==> config.mk <==
export PLATFORM = sky130hd
export DESIGN_NAME = regfile_arbiter
export DESIGN_NICKNAME = d
export VERILOG_FILES = /design/src/rtl/regfile_arb_pkg.sv /design/src/rtl/rr_arb2.sv /design/src/rtl/regfile_arbiter.sv
export SDC_FILE = /design/constraint.sdc
export NUM_CORES = 1
export LEC_CHECK = 0
export ABC_CLOCK_PERIOD_IN_PS = 2200
export CORE_MARGIN = 3
export CORE_UTILIZATION = 36
export DETAILED_ROUTE_END_ITERATION = 8
export GPL_TIMING_DRIVEN = 1
export PLACE_DENSITY_LB_ADDON = 0.3
export SYNTH_ARGS = -nofsm -noshare
export SYNTH_HDL_FRONTEND = slang
export SYNTH_SLANG_ARGS = --single-unit
==> constraint.sdc <==
create_clock -name clk -period 2.2 [get_ports clk]
set_input_delay 0.33 -clock clk [delete_from_list [all_inputs] [get_ports clk]]
set_output_delay 0.33 -clock clk [all_outputs]
set_load 0.01 [all_outputs]
==> src/rtl/regfile_arb_pkg.sv <==
// Shared types and constants for the two-requester register-file arbiter.
// Requester 0 is the core, requester 1 is the debug port.
package regfile_arb_pkg;

  localparam int NUM_REQ = 2;
  localparam int DATA_W  = 8;
  localparam int ADDR_W  = 2;

  localparam logic REQ_CORE  = 1'b0;
  localparam logic REQ_DEBUG = 1'b1;

  typedef enum logic [1:0] {
    INIT,
    IDLE,
    RD_WAIT,
    RSP
  } state_e;

  typedef enum logic {
    OP_READ,
    OP_WRITE
  } op_e;

endpackage

==> src/rtl/rr_arb2.sv <==
// Two-way grant selector with a last-granted pointer (core wins first after reset).
// With RFARB_DEBUG_PRIO_EN defined the debug requester always wins and the pointer is unused.
module rr_arb2
  import regfile_arb_pkg::*;
(
  input  logic               clk,
  input  logic               async_rst_n,
  input  logic [NUM_REQ-1:0] req,
  input  logic               en,
  output logic               gnt_idx
);

`ifdef RFARB_DEBUG_PRIO_EN
  assign gnt_idx = req[REQ_DEBUG] ? REQ_DEBUG : REQ_CORE;
`else
  logic last_q;

  always_comb begin
    gnt_idx = req[REQ_DEBUG] ? REQ_DEBUG : REQ_CORE;
    if (&req) gnt_idx = ~last_q;
  end

  // Starting as "debug last" makes the core win the first contended grant.
  always_ff @(posedge clk or negedge async_rst_n) begin
    if (!async_rst_n) begin
      last_q <= REQ_DEBUG;
    end else if (en) begin
      last_q <= gnt_idx;
    end
  end
`endif

endmodule

==> src/rtl/regfile_arbiter.sv <==
// Serialises core and debug accesses onto a 4x8 register file, one transaction at a time.
// Build option RFARB_DEBUG_PRIO_EN (in rr_arb2) switches round-robin to fixed debug priority.
//
// state   | meaning
// INIT    | pulse rf_sync_rst for one cycle after reset
// IDLE    | grant a requester and drive the register file
// RD_WAIT | register file output valid; capture read data
// RSP     | present response to the granted requester until accepted
module regfile_arbiter
  import regfile_arb_pkg::*;
(
  input  logic                           clk,
  input  logic                           async_rst_n,
  input  logic [NUM_REQ-1:0]             req_valid,
  output logic [NUM_REQ-1:0]             req_ready,
  input  logic [NUM_REQ-1:0]             req_we,
  input  logic [NUM_REQ-1:0][ADDR_W-1:0] req_addr_a,
  input  logic [NUM_REQ-1:0][ADDR_W-1:0] req_addr_b,
  input  logic [NUM_REQ-1:0][DATA_W-1:0] req_wdata,
  output logic [NUM_REQ-1:0]             rsp_valid,
  input  logic [NUM_REQ-1:0]             rsp_ready,
  output logic [DATA_W-1:0]              rsp_data_a,
  output logic [DATA_W-1:0]              rsp_data_b,
  output logic                           rf_sync_rst,
  output logic                           rf_read_en_a,
  output logic                           rf_read_en_b,
  output logic                           rf_write_en,
  output logic [ADDR_W-1:0]              rf_addr_read_a,
  output logic [ADDR_W-1:0]              rf_addr_read_b,
  output logic [ADDR_W-1:0]              rf_addr_write,
  output logic [DATA_W-1:0]              rf_data_in,
  input  logic [DATA_W-1:0]              rf_data_out_a,
  input  logic [DATA_W-1:0]              rf_data_out_b
);

  state_e            state_q, state_d;
  logic              gnt_q;
  op_e               op_q;
  logic [DATA_W-1:0] rsp_data_a_q, rsp_data_b_q;
  logic              grant_en;
  logic              gnt_idx;

  assign grant_en = (state_q == IDLE) && (|req_valid);

  rr_arb2 u_rr_arb2 (
    .clk         (clk),
    .async_rst_n (async_rst_n),
    .req         (req_valid),
    .en          (grant_en),
    .gnt_idx     (gnt_idx)
  );

  always_comb begin
    state_d        = state_q;
    req_ready      = '0;
    rsp_valid      = '0;
    rf_sync_rst    = 1'b0;
    rf_read_en_a   = 1'b0;
    rf_read_en_b   = 1'b0;
    rf_write_en    = 1'b0;
    rf_addr_read_a = '0;
    rf_addr_read_b = '0;
    rf_addr_write  = '0;
    rf_data_in     = '0;
    case (state_q)
      INIT: begin
        rf_sync_rst = 1'b1;
        state_d     = IDLE;
      end
      IDLE: begin
        if (grant_en) begin
          req_ready[gnt_idx] = 1'b1;
          if (req_we[gnt_idx]) begin
            rf_write_en   = 1'b1;
            rf_addr_write = req_addr_a[gnt_idx];
            rf_data_in    = req_wdata[gnt_idx];
            state_d       = RSP;
          end else begin
            rf_read_en_a   = 1'b1;
            rf_read_en_b   = 1'b1;
            rf_addr_read_a = req_addr_a[gnt_idx];
            rf_addr_read_b = req_addr_b[gnt_idx];
            state_d        = RD_WAIT;
          end
        end
      end
      RD_WAIT: state_d = RSP;
      RSP: begin
        rsp_valid[gnt_q] = 1'b1;
        if (rsp_ready[gnt_q]) state_d = IDLE;
      end
      default: state_d = INIT;
    endcase
  end

  always_ff @(posedge clk or negedge async_rst_n) begin
    if (!async_rst_n) begin
      state_q      <= INIT;
      gnt_q        <= REQ_CORE;
      op_q         <= OP_READ;
      rsp_data_a_q <= '0;
      rsp_data_b_q <= '0;
    end else begin
      state_q <= state_d;
      if (grant_en) begin
        gnt_q <= gnt_idx;
        op_q  <= req_we[gnt_idx] ? OP_WRITE : OP_READ;
        // Writes return zero data so a stale read result never leaks out.
        if (req_we[gnt_idx]) begin
          rsp_data_a_q <= '0;
          rsp_data_b_q <= '0;
        end
      end
      if ((state_q == RD_WAIT) && (op_q == OP_READ)) begin
        rsp_data_a_q <= rf_data_out_a;
        rsp_data_b_q <= rf_data_out_b;
      end
    end
  end

  assign rsp_data_a = rsp_data_a_q;
  assign rsp_data_b = rsp_data_b_q;

endmodule

Yosys cells after proc, flatten, opt, wreduce, memory -nomap -nowiden
Cells that the tools add are included.
{"block": "classes", "n_shift": 0, "n_div": 0, "add_sub_neg": 0, "bitwise_logic": 2, "mul": 0, "n_lt_le_gt_ge": 4, "eq_ne": 5, "n_mux": 46, "reduce_logical": 11}
{"op": "$mux W8", "n": 9}
{"op": "$mux W2", "n": 18}
{"op": "$mux W1", "n": 16}
{"op": "$pmux W2 S4", "n": 1}
{"op": "$reduce_and A2 Y1", "n": 3}
{"op": "$eq A2 B2 Y1 const B", "n": 2}
{"op": "$logic_and A1 B1 Y1", "n": 4}
{"op": "$lt A1 B2 Y1 const B", "n": 2}
{"op": "$ne A2 B2 Y1 const B", "n": 2}
{"op": "$reduce_bool A2 Y1", "n": 2}
{"op": "$demux W1 S1", "n": 2}
{"op": "$eq A2 B1 Y1 const B", "n": 1}
{"op": "$ge A1 B1 Y1 const B", "n": 2}
{"op": "$logic_not A2 Y1", "n": 1}
{"op": "$not A1 Y1", "n": 2}
{"op": "$reduce_or A2 Y1", "n": 1}
{"block": "word_totals", "regBits": 21, "mem_bits_ro": 0, "inputBits": 48, "output_inout_bits": 38, "mem_bits_rw": 0, "wordCells": 74, "n_memories": 0, "latchBits": 0}

Depth between registers and ports, before layout
Gate-level depths: netlist of run 1.
{"block": "logic_depth", "word_depth": 8, "mapped_depth": 8, "mapped_depth_nobuf": 5}

Cells and area by module
Synthesis of run 1 repeated with hierarchy kept, for this count alone.
{"block": "unflattened", "cells_unflattened": 136, "hier_area_um2": 1202.4}
{"mod": "regfile_arbiter", "n_inst": 1, "cells_per_inst": 133, "area_each_um2": 1149.9, "seq_area_each_um2": 500.5}
{"mod": "rr_arb2", "n_inst": 1, "cells_per_inst": 3, "area_each_um2": 52.6, "seq_area_each_um2": 26.3}

Worst setup path before layout of run 1
OpenSTA, ideal clock, no wires.
{"block": "synth_timing", "path_kind": "register to output", "startpoint": "reg state_q[1]", "endpoint": "out rf_read_en_b", "stages_incl_launch_ff": 8, "path_slack_ns": 0.336, "required_time_ns": 1.870, "arrival_time_ns": 1.534, "n_path_buf": 3, "cell_sequence": "dfrtp_1 inv_1 ha_1 buf_4 clkinv_1 clkbuf_1 nor2_1 buf_4"}
{"block": "synth_between", "elab_chain_len": 4}
{"item": "start: declaration", "line": "regfile_arbiter.sv:36", "text": "state_e state_q, state_d;"}
{"item": "start signal: assignment", "line": "regfile_arbiter.sv:104", "text": "state_q <= state_d;"}
{"item": "$eq A2 B1 Y1 (*)"}
{"item": "$logic_and A1 B1 Y1", "line": "regfile_arbiter.sv:43", "text": "assign grant_en = (state_q == IDLE) && (|req_valid);"}
{"item": "$mux W1"}
{"item": "$mux W1 (*)"}
{"item": "end: declaration", "line": "regfile_arbiter.sv:26", "text": "output logic rf_read_en_b,"}
Mark *: on every way between the ends. The rest lies on a longest branch, timed or not.

Worst setup path in the final report of run 1
{"block": "layout_timing", "startpoint": "in req_valid[1]", "endpoint": "out rf_addr_write[0]"}
{"block": "layout_between", "elab_chain_len": 7, "word_cells_on_any_way": 12, "classes_between": "9 x mux; 3 x reduce/logical"}
{"item": "start: declaration", "line": "regfile_arbiter.sv:14", "text": "input logic [NUM_REQ-1:0] req_valid,"}
{"item": "$mux W1 / $reduce_and A2 Y1 (equally long branches)", "line": "rr_arb2.sv:19, rr_arb2.sv:20"}
{"item": "$mux W1", "line": "rr_arb2.sv:20", "text": "if (&req) gnt_idx = ~last_q;"}
{"item": "$mux W2 (implied by the code) / $mux W1 (equally long branches) (2 in series)", "line": "regfile_arbiter.sv:75, regfile_arbiter.sv:73"}
{"item": "$mux W2", "line": "regfile_arbiter.sv:73", "text": "if (req_we[gnt_idx]) begin"}
{"item": "$mux W2 (*)", "line": "regfile_arbiter.sv:71", "text": "if (grant_en) begin"}
{"item": "$mux W2 (*)", "line": "regfile_arbiter.sv:65", "text": "case (state_q)"}
{"item": "end: declaration", "line": "regfile_arbiter.sv:30", "text": "output logic [ADDR_W-1:0] rf_addr_write,"}
Mark *: on every way between the ends. The rest lies on a longest branch, timed or not. The select of a mux whose other input is x is not followed.

==> results of run 1 <==
critical path, delay by kind of cell:
family / cells / cell delay, ns
compound gates: 2 / 0.33
simple gates: 1 / 0.12
buf+inv: 4 / 1.03
kinds of logic after synthesis:
| logic type | Yosys count |
|---|---|
| AOI/OAI and AO/OA | 27 |
| adders and majority gates | 4 |
| buffers and inverters | 17 |
| DFF | 21 |
| muxes | 30 |
| and+or+nand+nor | 29 |
through the flow:
step | area (µm²) | hold WS [ns] | util (%) | worst slack (ns)
after floorplan | 1320 | 0.0344 | - | 0.336
after detailed placement | 2240 | 0.473 | 65.0 | -0.273
after global placement | 2240 | 0.471 | 65.0 | -0.232
after global routing | 2330 | 0.448 | 67.6 | -0.00694
after CTS | 2280 | 0.420 | 66.3 | 0.00287
final | 2330 | 0.414 | 67.6 | 0.0651
per-layer routing:
layer	global-route usage, %	vias up	wire length, µm
met5	0	-	0
met4	1.78	0	53
met3	3.20	6	131
met2	36.4	34	2300
met1	21.1	644	1600
li1	-	652	-
layout by cell type, fill, tap and decap left out, types with 2 or more instances in the layout:
cell                              count
sky130_fd_sc_hd__nor2_1               5
sky130_fd_sc_hd__and2_1               3
sky130_fd_sc_hd__clkbuf_8             3
sky130_fd_sc_hd__clkdlybuf4s50_1     66
sky130_fd_sc_hd__nor3_1              13
sky130_fd_sc_hd__inv_1                5
sky130_fd_sc_hd__a32oi_1              3
sky130_fd_sc_hd__dfrtp_1             20
sky130_fd_sc_hd__dlygate4sd2_1        4
sky130_fd_sc_hd__buf_2                8
sky130_fd_sc_hd__buf_4               16
sky130_fd_sc_hd__mux2i_4              2
sky130_fd_sc_hd__clkdlybuf4s15_1      3
sky130_fd_sc_hd__clkbuf_2             3
sky130_fd_sc_hd__ha_1                 4
sky130_fd_sc_hd__mux2i_1             27
sky130_fd_sc_hd__a21oi_1             15
sky130_fd_sc_hd__a21oi_2              3
repair_timing:
action / 4_1_cts / 5_1_grt
setup buffers: 3 / 4
endpoints found under the hold margin: 0 / 0
setup endpoints to repair: 18 / 11
gates resized for setup: 45 / 18
power by group:
part           switching, mW  leakage (nW)  internal, mW
Clock                  0.115        0.0228         0.129
Combinational          0.613         0.857         0.668
Sequential            0.0943         0.268         0.527
state kept, by name, indices dropped and copies added (netlist names):
name	flops
rsp_data_a	8
state_q	2
rsp_data_b	8
op_q	1
u_rr_arb2.last_q	1
gnt_q	1
layout make-up:
class / count / area share [%]
timing repair buffer: 103 / 40.6
multi-input combinational: 90 / 31.4
sequential: 21 / 22.6
inverter: 6 / 0.967
tap: 46 / 2.47
clock buffer: 4 / 1.93
worst max path at each step:
stage | start | endpoint | slack, ns
final | req_valid[1] | rf_addr_write[0] | 0.07
after global routing | req_valid[1] | rf_data_in[5] | -0.007
after CTS | req_valid[1] | rf_data_in[2] | 0.003
after detailed placement | req_valid[1] | rf_addr_read_a[0] | -0.27
after global placement | req_valid[1] | rf_addr_write[0] | -0.23
after floorplan | state_q[1] | rf_read_en_b | 0.34
==> run summary, run 1 <==
After clock tree synthesis, the flow added hold-fix buffers numbering 0. For the area of the mapped netlist, the log shows 1320 µm². Sorting the synthesized cells by how often they occur yields 30 x sky130_fd_sc_hd__mux2i_1, 20 x sky130_fd_sc_hd__dfrtp_1, 15 x sky130_fd_sc_hd__a21oi_1. The power density relative to cell area came out at 922 nW/µm². The wire length of the first global-routing pass was 6.40 mm; the internal reg-to-reg setup slack was 0.51 ns. Area overhead of the layout relative to synthesis: 76.7%.

Cell accounting for the most synthesized area: sky130_fd_sc_hd__dfrtp_1. The share of cell area taken by muxes after synthesis is 22.8%, and the worst vdd rail ir drop is 637 µV. The final count of pins violating max slew came out at 0. The routed layout has 1,336 vias. The final hold violation count was 0.

Most common flop cell mapped by yosys: sky130_fd_sc_hd__dfrtp_1. The largest fanout of any net on the critical path was 4. After synthesis, the largest family of logic cells by area is multiplexers. The fmax was 468 MHz; the number of diodes was 0. The run gives 3.27 mm as the estimated wirelength of the detail-placed design.

Across the run, the number of max-cap violations was 0. Setup violations remaining at the end of the flow were counted as 0. The run finished with clean final reports.

Synthesis produced a netlist whose cell count is 128. Traced cell by cell, the critical path runs through clkdlybuf4s50_1, a21boi_4, a32oi_1, buf_4, buf_4, nor3_1, clkdlybuf4s15_1. sky130_fd_sc_hd__mux2i_1 is the most common cell in the netlist. The count of TritonRoute iterations in the first routing pass is 4, and the compound-gate portion of the synthesized area is 13.8%. The classification of the worst-slack hold path is in2async.

The tools report the post-synthesis cell type count as 28. The tools report the post-detailed-routing wire length as 4.09 mm. After clock tree synthesis, the clock-pin slew on the worst setup and hold paths is 0.07 ns. The synthesized netlist devotes 11.5% of its cell area to simple gates. The initial antenna violation count was 0. The tools report the TritonCTS sink count as 21. Yosys printed 0 warnings. The worst slew margin relative to its limit is 57.4%.

The number of global-route vias before repair was 1,330. Using the TritonRoute via totals, the vias-per-cell ratio works out to 4.95. The critical path class is in2out. The routed design could run at a clock period as short as 2.13 ns. Yosys attributes the largest share of cell area to sky130_fd_sc_hd__dfrtp_1 38%, sky130_fd_sc_hd__mux2i_1 23%, sky130_fd_sc_hd__a21oi_1 5.7%. The worst register-to-register path ends at rsp_data_a[4].

The completed layout was analyzed and its total power is 2.15 mW. Setup repair after global routing could not meet its margin everywhere. After routing, the total negative slack on setup checks comes to 0 ns.

The logs give 2 for the number of buffers on the longest clock path and 286 for the total of fill cells in the finished design. For the multi-input combinational cell area, the log shows 732 µm². The number of nets handed over by synthesis was 180.

The logs give 21 for the row count and 40.0% for the portion of the post-synthesis area used by sequential elements. The die is 66.5 µm wide. The run gives 0 as the count of antenna-violating nets left after detailed routing. Counting flops and latches in the post-synthesis netlist gives 21. The maximum level of the CTS H-tree was 1.

At the pin with the least slew margin, the transition time is 0.638 ns. After Yosys synthesis, XOR and XNOR cells account for 0% of the synthesized area. The remaining global-route overflow was 0.

The non-filler instance count after layout is 270, and the largest stage delay on the critical path is 0.49 ns. In this run the critical register-to-register path is launched from state_q[1]. Average cell area after synthesis: 10.3 µm².

CTS placed an instance of sky130_fd_sc_hd__clkbuf_8 at the clock tree root. The tools report the type of destination of the critical path as a primary output. The number of cells traversed by the worst register-to-register path is 5, and the clock insertion delay at the later pin of the skew report is 0.25 ns. Counting flops with a built-in enable in the synthesized netlist gives 0.

Of the available clock period, the critical path in the final layout requires 97.0%. In the routed design, unresolved DRC markers number 0. The worst clock skew on the final layout was 0.00314 ns.

TritonCTS built the clock tree. The die covers 4420 µm². Critical path's most frequent cell: sky130_fd_sc_hd__buf_4.

The overall die height was 66.5 µm; the number of nets at the end of the flow was 277. For the placed instance count, the log shows 259. In this run the standard cell core region covers 3440 µm². Number of CTS-inserted buffers: 3. The library cell contributing the largest single delay on the critical path was sky130_fd_sc_hd__clkdlybuf4s50_1. At the worst endpoint, the arrival time is 1.80 ns. Number of primary I/O pins: 86.

Summing all flip-flop and latch instances after layout gives 527 µm². Data on the critical path is required at its endpoint by 1.87 ns. Dividing the detail-routed wire length by the instance count gives 15.1 µm. The first routing iteration left 46 violations. The count of input and output buffers was 85. The run gives 18.5% as the global-route usage over all layers.

For this configuration, the core starts out at a cell density of 38.3%. Entering global routing, the biggest net connects 22 pins. Summed over its instances, the top area cell type makes up 38.0% of the synthesized netlist area. Of the total synthesized cell area, the portion taken by full adders, half adders and majority gates is 3.80%.

For the static power due to leakage, the log shows 1.15 nW. The routability congestion estimate from global placement is 0.817, and the post-synthesis async set-or-reset flop share is 100%. The worst setup path is launched from an input pin. Of the cells placed in the final design, the portion with a size suffix greater than 1 is 19.2%.
No activity file was read; power rests on OpenSTA's default activity.
==> run 2, diff against run 1 <==
Settings changed: CORE_UTILIZATION 36 to 37, CTS_BUF_LIST set to sky130_fd_sc_hd__clkbuf_8.
==> run summary, run 2 (same netlist as run 1, synthesis figures left out) <==
The tools report the capture point of the worst reg-to-reg path as rsp_data_a[5]. The floorplan step defined a die boundary enclosing 4310 µm². Area of the core region: 3390 µm².

The setup check on the worst reg-to-reg path leaves a slack of 0.54 ns. The number of buffers on the longest clock path is 2, and the count of TritonRoute iterations in the first routing pass is 4. The tools report the post-route total power as 2.15 mW. TritonCTS built the clock tree. The logs give 86 for the number of primary I/O pins and 424 µV for the worst vdd rail ir drop. The arrival time of the worst setup path is 1.75 ns, and the row count is 21.

After clock tree synthesis, the clock-pin slew on the worst setup and hold paths is 0.08 ns. During placement, the flow inserted port buffers numbering 85. The average via count per standard cell works out to 4.91. The first global-routing pass estimated 6.35 mm of wire.

Along the worst path, the maximum fanout reaches 5. Counting the buffers created by CTS gives 3. Final count of pins violating max slew: 0. The detailed router placed 1,335 vias in this run.

The final worst-path cycle share is 94.7%. The power density relative to cell area works out to 915 nW/µm². The logs give 480 MHz for the fmax and 1.87 ns for the data required time of the critical path. Setup violations remaining at the end of the flow were counted as 0. The detail route stage leaves a number of antenna-violating nets equal to 0. Registers take 527 µm². Setup repair after global routing left no endpoint under its margin.

The tools report the type of destination of the critical path as a primary output. Measured slew at the worst slew-check pin: 0.622 ns. Entering global routing, the biggest net connects 20 pins. Overall die height: 65.7 µm. The per-cell routed wire length was 14.5 µm. Routability-driven placement finished with a final weighted congestion of 0.746. The classification of the worst-slack hold path is in2async. The run gives 0.25 ns as the clock insertion delay at the later pin of the skew report.

In this run the critical register-to-register path is launched from state_q[1]. The filler cells instantiated in the layout total 252. The TritonCTS sink count came out at 21. The number of cells traversed by the worst register-to-register path works out to 5. The library cell used most frequently in the layout, excluding fill and tap cells, is sky130_fd_sc_hd__clkdlybuf4s50_1. The maximum level of the CTS H-tree is 1.

Across the run, the number of max-cap violations was 0. From synthesis to final layout, the design area changed by 78.2%. The library cells used most frequently in the layout, excluding fill and tap cells, are 64 x sky130_fd_sc_hd__clkdlybuf4s50_1, 28 x sky130_fd_sc_hd__mux2i_1, 20 x sky130_fd_sc_hd__dfrtp_1. In the final layout, the multi-input gates occupy 724 µm².

In this run the clock root is driven by a sky130_fd_sc_hd__clkbuf_8. The share of the core filled with cells in the final layout is 69.3%, and the remaining design rule violation count is 0. The post-route netlist has 19.9% of its cells at a drive strength greater than 1.

The width of the die is 65.7 µm, and the global-route usage over all layers is 18.8%. The logs give 3.01 mm for the estimated wirelength of the detail-placed design and 1,430 for the number of global-route vias before repair. Wires add up to 3.95 mm.

Shortest clock period the worst path allows after layout: 2.08 ns. The flow ran to the end, and the final reports show no timing, DRC or antenna violations. The run gives 0 as the final hold violation count. In the final design database the tool counted 279 nets.

The worst setup path is of the reg2out kind. The critical path startpoint category was a flip-flop. The clock arrives with 0.00321 ns of skew.

The starting DRC count in detailed routing came out at 34. 0 antenna diodes ended up in the layout. The run gives 0 as the initial antenna violation count.

Initial core utilization: 38.9%. Headroom to the max-slew limit came out at 58.6%. For this run the aggregate overflow at the end of global routing stands at 0.

Summed over all cells, the static leakage comes to 1.19 nW.
[run 2: cell type report]
class / instances / share of cell area [%]
multi-input cells: 90 / 30.9
inverters: 6 / 0.959
clock inverters: 1 / 0.213
well taps: 46 / 2.45
flip-flops and latches: 21 / 22.4
repair buffers: 105 / 41.3
clock buffers: 3 / 1.76
[run 2: power breakdown]
group / switching (mW) / internal, mW
logic: 0.612 / 0.673
clock network: 0.119 / 0.126
registers: 0.0913 / 0.526
total: 0.822 / 1.33
[run 2: routing by layer]
layer	vias up	part of all wire [%]	wire length [µm]	track usage (%)
met4	0	0.35	14	4.66
met2	75	51	2010	34.8
met3	2	9.8	389	5.30
met5	-	0	0	0
met1	602	39	1540	20.9
li1	656	-	-	-
[run 2: worst max path at each step]
stage                        end  cells past startpoint        startpoint  slack, ns
5_1_grt         rf_addr_write[1]                      6  u_rr_arb2.last_q     0.0009
2_1_floorplan       rf_read_en_b                      7        state_q[1]       0.34
6_report           rf_data_in[4]                      6  u_rr_arb2.last_q       0.12
4_1_cts        rf_addr_read_a[0]                      6      req_valid[1]     -0.002
3_5_place_dp   rf_addr_read_a[0]                      6      req_valid[1]      -0.28
3_3_place_gp   rf_addr_read_a[0]                      6      req_valid[1]      -0.24
[run 2: metrics by stage]
step	cells	hold WS [ns]	TNS (ns)	area, µm²	setup WS, ns
6_report	272	0.387	0	2350	0.116
5_1_grt	272	0.417	0	2350	0.000903
4_1_cts	271	0.396	-0.00233	2360	-0.00233
3_5_place_dp	259	0.496	-3.82	2220	-0.285
3_3_place_gp	259	0.473	-3.31	2220	-0.239
2_1_floorplan	128	0.0344	0	1320	0.336
[run 2: critical path, stage by stage, from the launching register on]
cell and delay [ns]:
sky130_fd_sc_hd__dfstp_2 0.60, sky130_fd_sc_hd__nand2b_4 0.17, sky130_fd_sc_hd__a32oi_1 0.10, sky130_fd_sc_hd__buf_4 0.16, sky130_fd_sc_hd__buf_4 0.14, sky130_fd_sc_hd__nor3_1 0.17
sky130_fd_sc_hd__buf_2 0.16
[run 2: what timing repair did]
action | CTS | global route
setup buffers | 8 | 1
endpoints found under the setup margin | 18 | 15
gates resized for setup | 34 | 25
hold buffers | 0 | 0
